===== src/rtl/mem_arbiter_pkg.sv =====
// Shared constants for the two-port memory arbiter: FSM states, owner codes
// and port indices.
package mem_arbiter_pkg;

  typedef enum logic [1:0] {
    ST_IDLE  = 2'd0,
    ST_HOLD0 = 2'd1,
    ST_HOLD1 = 2'd2
  } state_e;

  localparam logic [1:0] OWNER_NONE = 2'b00;
  localparam logic [1:0] OWNER_P0   = 2'b01;
  localparam logic [1:0] OWNER_P1   = 2'b10;

  localparam logic PORT0 = 1'b0;
  localparam logic PORT1 = 1'b1;

  function automatic logic [1:0] owner_of(input logic [1:0] grant);
    if (grant[1])      return OWNER_P1;
    else if (grant[0]) return OWNER_P0;
    else               return OWNER_NONE;
  endfunction

endpackage


===== src/rtl/mem_arbiter_if.sv =====
// Bus bundle between the two masters, the arbiter and the shared memory.
// The slave modport is the arbiter's view; master is the environment's view.
interface mem_arbiter_if #(
  parameter int M = 16,
  parameter int N = 32
);
  logic [N-1:0] addr0, addr1;
  logic [M-1:0] wdata0, wdata1;
  logic         re0, re1, we0, we1;
  logic         lock1;
  logic [M-1:0] rdata0, rdata1;
  logic         ready0, ready1;
  logic [N-1:0] memAddr;
  logic [M-1:0] memWrite;
  logic         memRE, memWE;
  logic [M-1:0] memRead;
  logic         memReady;

  modport slave (
    input  addr0, addr1, wdata0, wdata1, re0, re1, we0, we1, lock1,
    input  memRead, memReady,
    output rdata0, rdata1, ready0, ready1,
    output memAddr, memWrite, memRE, memWE
  );

  modport master (
    output addr0, addr1, wdata0, wdata1, re0, re1, we0, we1, lock1,
    output memRead, memReady,
    input  rdata0, rdata1, ready0, ready1,
    input  memAddr, memWrite, memRE, memWE
  );
endinterface


===== src/rtl/mem_arbiter_rr_pick2.sv =====
// Combinational two-way round-robin selector used while the arbiter is idle.
// A locked port 1 that won last time keeps winning while it keeps requesting.
module rr_pick2
  import mem_arbiter_pkg::*;
(
  input  logic [1:0] req,
  input  logic       last,
  input  logic       lock,
  output logic [1:0] grant
);

  always_comb begin
    grant = 2'b00;
    if (lock && (last == PORT1) && req[1]) begin
      grant = 2'b10;
    end else if (req == 2'b11) begin
      grant = (last == PORT1) ? 2'b01 : 2'b10;
    end else begin
      grant = req;
    end
  end

endmodule


===== src/rtl/mem_arbiter.sv =====
// Two-port memory arbiter: zero-latency combinational grant and mux, an
// IDLE/HOLD0/HOLD1 FSM that holds a grant until completion, and a watchdog.
module mem_arbiter
  import mem_arbiter_pkg::*;
#(
  parameter int M       = 16,
  parameter int N       = 32,
  parameter int TIMEOUT = 255
) (
  input  logic                clk,
  input  logic                rst,
  mem_arbiter_if.slave        bus,
  output logic                timeoutErr,
  output logic [1:0]          owner
);

  localparam bit TMO_EN = (TIMEOUT > 0);
  localparam int CW     = (TIMEOUT > 0) ? $clog2(TIMEOUT + 1) : 1;
  // The abort fires in the HOLD cycle whose increment would reach TIMEOUT.
  localparam logic [CW-1:0] CNT_LAST  = CW'(TMO_EN ? TIMEOUT - 1 : 0);
  localparam logic [M-1:0]  ZERO_DATA = '0;
  localparam logic [N-1:0]  ZERO_ADDR = '0;

  state_e        state_q, state_d;
  logic          last_q, last_d;
  logic [CW-1:0] cnt_q, cnt_d;

  logic [1:0] req;
  logic [1:0] pick;
  logic [1:0] grant;
  logic       gport;
  logic       gnt_req;
  logic       timeout_hit;

  assign req = {bus.re1 | bus.we1, bus.re0 | bus.we0};

  rr_pick2 u_pick (
    .req   (req),
    .last  (last_q),
    .lock  (bus.lock1),
    .grant (pick)
  );

  // Gating with rst keeps every output at zero while reset is held.
  always_comb begin
    grant = 2'b00;
    if (rst) begin
      case (state_q)
        ST_HOLD0: grant = 2'b01;
        ST_HOLD1: grant = 2'b10;
        default:  grant = pick;
      endcase
    end
  end

  assign gport   = grant[1];
  assign gnt_req = |(grant & req);

  always_comb begin
    state_d     = state_q;
    last_d      = last_q;
    cnt_d       = cnt_q;
    timeout_hit = 1'b0;
    if (grant == 2'b00 || !gnt_req) begin
      state_d = ST_IDLE;
      cnt_d   = '0;
    end else if (bus.memReady) begin
      state_d = ST_IDLE;
      last_d  = gport;
      cnt_d   = '0;
    end else if (state_q != ST_IDLE) begin
      if (TMO_EN && cnt_q == CNT_LAST) begin
        state_d     = ST_IDLE;
        last_d      = gport;
        cnt_d       = '0;
        timeout_hit = 1'b1;
      end else begin
        cnt_d = cnt_q + CW'(1);
      end
    end else begin
      state_d = gport ? ST_HOLD1 : ST_HOLD0;
      cnt_d   = '0;
    end
  end

  always_ff @(posedge clk or negedge rst) begin
    if (!rst) begin
      state_q <= ST_IDLE;
      last_q  <= PORT1;
      cnt_q   <= '0;
    end else begin
      state_q <= state_d;
      last_q  <= last_d;
      cnt_q   <= cnt_d;
    end
  end

  always_comb begin
    bus.memAddr  = ZERO_ADDR;
    bus.memWrite = ZERO_DATA;
    bus.memRE    = 1'b0;
    bus.memWE    = 1'b0;
    if (grant[0]) begin
      bus.memAddr  = bus.addr0;
      bus.memWrite = bus.wdata0;
      bus.memWE    = bus.we0;
      bus.memRE    = bus.re0 & ~bus.we0;
    end else if (grant[1]) begin
      bus.memAddr  = bus.addr1;
      bus.memWrite = bus.wdata1;
      bus.memWE    = bus.we1;
      bus.memRE    = bus.re1 & ~bus.we1;
    end
  end

  assign bus.ready0 = grant[0] & bus.memReady;
  assign bus.ready1 = grant[1] & bus.memReady;
  assign bus.rdata0 = grant[0] ? bus.memRead : ZERO_DATA;
  assign bus.rdata1 = grant[1] ? bus.memRead : ZERO_DATA;
  assign timeoutErr = timeout_hit;
  assign owner      = owner_of(grant);

endmodule


===== src/flat_wrapper.sv =====
// flat-port wrapper written by rule: the top's interface ports become plain ports
module mem_arbiter_flat import mem_arbiter_pkg::*;
#(
  parameter int M       = 16,
  parameter int N       = 32,
  parameter int TIMEOUT = 255
)
  (clk, rst, timeoutErr, owner, bus_addr0, bus_addr1, bus_wdata0, bus_wdata1, bus_re0, bus_re1, bus_we0, bus_we1, bus_lock1, bus_memRead, bus_memReady, bus_rdata0, bus_rdata1, bus_ready0, bus_ready1, bus_memAddr, bus_memWrite, bus_memRE, bus_memWE);
  mem_arbiter_if #(.M(M), .N(N)) bus_i ();
  input  logic clk;
  input  logic rst;
  output logic timeoutErr;
  output logic [1:0] owner;
  input wire logic [$bits(bus_i.addr0)-1:0] bus_addr0;
  input wire logic [$bits(bus_i.addr1)-1:0] bus_addr1;
  input wire logic [$bits(bus_i.wdata0)-1:0] bus_wdata0;
  input wire logic [$bits(bus_i.wdata1)-1:0] bus_wdata1;
  input wire logic [$bits(bus_i.re0)-1:0] bus_re0;
  input wire logic [$bits(bus_i.re1)-1:0] bus_re1;
  input wire logic [$bits(bus_i.we0)-1:0] bus_we0;
  input wire logic [$bits(bus_i.we1)-1:0] bus_we1;
  input wire logic [$bits(bus_i.lock1)-1:0] bus_lock1;
  input wire logic [$bits(bus_i.memRead)-1:0] bus_memRead;
  input wire logic [$bits(bus_i.memReady)-1:0] bus_memReady;
  output wire logic [$bits(bus_i.rdata0)-1:0] bus_rdata0;
  output wire logic [$bits(bus_i.rdata1)-1:0] bus_rdata1;
  output wire logic [$bits(bus_i.ready0)-1:0] bus_ready0;
  output wire logic [$bits(bus_i.ready1)-1:0] bus_ready1;
  output wire logic [$bits(bus_i.memAddr)-1:0] bus_memAddr;
  output wire logic [$bits(bus_i.memWrite)-1:0] bus_memWrite;
  output wire logic [$bits(bus_i.memRE)-1:0] bus_memRE;
  output wire logic [$bits(bus_i.memWE)-1:0] bus_memWE;
  assign bus_i.addr0 = bus_addr0;
  assign bus_i.addr1 = bus_addr1;
  assign bus_i.wdata0 = bus_wdata0;
  assign bus_i.wdata1 = bus_wdata1;
  assign bus_i.re0 = bus_re0;
  assign bus_i.re1 = bus_re1;
  assign bus_i.we0 = bus_we0;
  assign bus_i.we1 = bus_we1;
  assign bus_i.lock1 = bus_lock1;
  assign bus_i.memRead = bus_memRead;
  assign bus_i.memReady = bus_memReady;
  assign bus_rdata0 = bus_i.rdata0;
  assign bus_rdata1 = bus_i.rdata1;
  assign bus_ready0 = bus_i.ready0;
  assign bus_ready1 = bus_i.ready1;
  assign bus_memAddr = bus_i.memAddr;
  assign bus_memWrite = bus_i.memWrite;
  assign bus_memRE = bus_i.memRE;
  assign bus_memWE = bus_i.memWE;
  mem_arbiter #(.M(M), .N(N), .TIMEOUT(TIMEOUT)) u_core (.clk(clk), .rst(rst), .bus(bus_i), .timeoutErr(timeoutErr), .owner(owner));
endmodule

===== config.mk =====
export PLATFORM = sky130hd
export DESIGN_NAME = mem_arbiter_flat
export DESIGN_NICKNAME = d
export VERILOG_FILES = /design/src/rtl/mem_arbiter_pkg.sv /design/src/rtl/mem_arbiter_if.sv /design/src/rtl/mem_arbiter_rr_pick2.sv /design/src/rtl/mem_arbiter.sv /design/src/flat_wrapper.sv
export SDC_FILE = /design/constraint.sdc
export NUM_CORES = 1
export LEC_CHECK = 0
export BUFFER_PORTS_ARGS = -buffer_cell sky130_fd_sc_hd__buf_2
export CORE_AREA = 8 8 81 83
export CTS_BUF_LIST = sky130_fd_sc_hd__clkbuf_2
export CTS_CLUSTER_SIZE = 14
export DETAILED_ROUTE_END_ITERATION = 6
export DIE_AREA = 0 0 89 91
export PLACE_DENSITY = 0.95
export SLEW_MARGIN = 20
export SYNTH_ARGS = -nofsm -noshare
export SYNTH_HDL_FRONTEND = slang
export SYNTH_SLANG_ARGS = --single-unit
export TNS_END_PERCENT = 5

===== constraint.sdc =====
create_clock -name clk -period 2.91 [get_ports clk]
set_input_delay 0.4365 -clock clk [delete_from_list [all_inputs] [get_ports clk]]
set_output_delay 0.4365 -clock clk [all_outputs]
set_load 0.05 [all_outputs]

==> flow_summary.yaml <==
outcome:
  status: "completed"
critical_path:
  end_kind: "output pin"
  path_class: "flip-flop to output pin"
  worst-endpoint-arrival_ns: 2.40
  cp_max_fo: 50
  required_ns: 2.47
  startpoint: "u_core.state_q[0]$_DFFE_PN0P_"
  crit_slowest_cell: "ha_1"
  crit_path_cell_trace: "inv_1, ha_1, and2_4, o21a_2, buf_12, o31ai_1, clkbuf_4"
  slowest_delay_ns: 0.40
  r2r-start: "u_core.state_q[0]$_DFFE_PN0P_"
  critPathLaunchType: "flip-flop"
clocking:
  root_buffer: "clkbuf_2"
  cts_tree: "yes"
  clkSlewWorstSetupHoldPaths_ns: 0.11
  cts.sinks: 11
  numCtsBuffers: 3
  cts_buffer_depth: 2
  clkLatencyLatePin_ns: 0.26
  htree_levels: 1
synthesis:
  synth_seq_area_share: 0.136
  yosys_warnings: 0
  ys_seq_elements: 11
  yosysMostFrequentCell: "inv_1"
  synth_top_cell_area_share: 0.191
  ys_top_cells_by_area: "o211ai_1, o31ai_1, dfrtp_1, and2_1, inv_1"
  synth_area_um2: 2040
  ys_top_cells_by_count: "inv_1, o211ai_1, o31ai_1"
  netlist_instances: 292
  yosys.area.top_type: "o211ai_1"
  ys_types: 40
  synth_enable_flop_cells: 0
  ys_dominant_reg_cell: "dfrtp_1"
  syn-num-nets: 417
  async_flop_share: 1.00
  syn_area_per_cell_um2: 6.98
timing:
  tightest_slew_ns: 0.441
  slew_viol_final: 0
  rsz0062_at_grt: "yes"
  timing.fmax_mhz: 353
  holdWs_ns: 0.301
  fin_crit_sh: 0.974
  tns_ns: 0
  final-setup-viol-count: 0
  final.min_clock_period_ns: 2.84
  fin_skew_ns: 0.000881
  relSlewSlack: 0.705
  fin_ws_ns: 0.0748
  hold_viol_final: 0
floorplanning:
  dieArea_um2: 8100
  start_util: 0.382
  rows: 27
  dieWidth_um: 89
  die_h_um: 91
  coreArea_um2: 5340
  ioPinCount: 207
placed_design:
  dp_cells: 549
  hpwl_um: 7500
  dpl_cell_area_um2: 3130
  io_buffers: 206
  place.gp.congestion: 0.905
  dp_slack_ns: -0.0276
power_and_ir_drop:
  power-per-cell-area_nw_per_um2: 552
  p_leak_nw: 1.82
  power.total_mw: 1.78
  ir_drop_mv: 0.310
layout:
  utilization: 0.606
  drive_gt1_frac: 0.491
  design_area_um2: 3240
  multi_input_area_um2: 1450
  nets: 611
  fillers: 490
  stdcell_count: 557
  diodes: 0
  area.growth.synth_to_final_pct: 58.7
  regArea_um2: 277
detailed_routing:
  drc: 0
  drtIter0Drc: 191
  via_per_inst: 5.49
  via_count: 3060
  avgRoutedWirePerCell_um: 17.3
  antenna_left: 0
  totalWireLength_um: 9640
  drt_first_pass_iters: 5
run:
  drv_cap: 0
global_route:
  track_usage: 0.213
  antenna_found_initial: 0
  grt_pass1_vias: 2934
  grt_max_degree: 51
  grt_pass1_wl_um: 14300
  grt_remaining_overflow: 0
min_path:
  hold_class: "input port to async pin"
==> worst paths after layout <==
check	endpoint	cells after the start	slack [ns]
max reg2reg	u_core.cnt_q[5]$_DFF_PN0_	6	0.89
min reg2reg	u_core.last_q$_DFFE_PN1P_	2	0.54
max in group asynchronous	u_core.state_q[0]$_DFFE_PN0P_	2	2.12
max	bus_memWrite[0]	7	0.07
min in group clk	u_core.last_q$_DFFE_PN1P_	2	0.54
min	u_core.cnt_q[6]$_DFF_PN0_	2	0.30
==> critical path, delay by kind of cell, from the launching register on <==
| family | cells | cell delay [ns] |
|---|---|---|
| buf+inv | 3 | 0.55 |
| compound gates | 2 | 0.53 |
| fa+ha+maj | 1 | 0.40 |
| flops | 1 | 0.39 |
| simple gates | 1 | 0.24 |
==> cell type report <==
cell class / count / share of cell area
multi-input combinational: 194 / 0.447
timing repair buffer: 220 / 0.369
sequential: 11 / 0.0855
inverter: 56 / 0.0650
tap: 72 / 0.0278
clock buffer: 4 / 0.00619
==> flip-flops by register name (all words and copies together), names as in the netlist <==
signal,flops
u_core.state_q,2
u_core.last_q,1
u_core.cnt_q,8
==> kinds of logic (layout without fill, tap and decap cells) <==
group	count (synthesis)	after routing	synth area share
mux	1	1	0.00491
simple gates	64	64	0.183
xor+xnor	6	6	0.0258
buf+inv	88	280	0.180
compound gates	117	118	0.440
flops	11	11	0.136
fa+ha+maj	5	5	0.0307
==> power by group <==
group / switching (mW) / internal, mW
sequential: 0.00997 / 0.170
clock: 0.0522 / 0.0365
combinational: 1.11 / 0.406
==> routing by layer <==
layer  wire (µm)  vias up  track usage
li1            -     1447            -
met5           0        -            0
met4         236        0       0.0693
met3         964       29       0.0369
met1        3580     1400        0.246
met2        4860      184        0.378
==> repair_timing <==
action                                  in CTS  in global routing
setup buffers                                2                  0
hold endpoints to repair                     0                  1
gates resized for setup                      2                 20
hold buffers                                 0                  1
pin swaps                                    1                  0
endpoints found under the setup margin      58                 85
gates cloned                                 1                  0
==> placed cells by master, fill, tap and decap left out, types with 2 or more instances in the layout <==
cell type and instances:
o2111ai_1 2, ha_1 5, buf_6 2, nor3_1 11
inv_1 54, nand3_1 5, clkbuf_4 4, buf_12 2
buf_2 197, nor2_1 2, and2_1 34, nand2_1 4
clkbuf_2 4, o21ai_4 2, o211ai_1 52, inv_2 2
xor2_1 5, buf_4 14, and4_1 2, dfrtp_1 10
o31ai_1 47
Note: power is estimated with default switching activity, not from simulation.
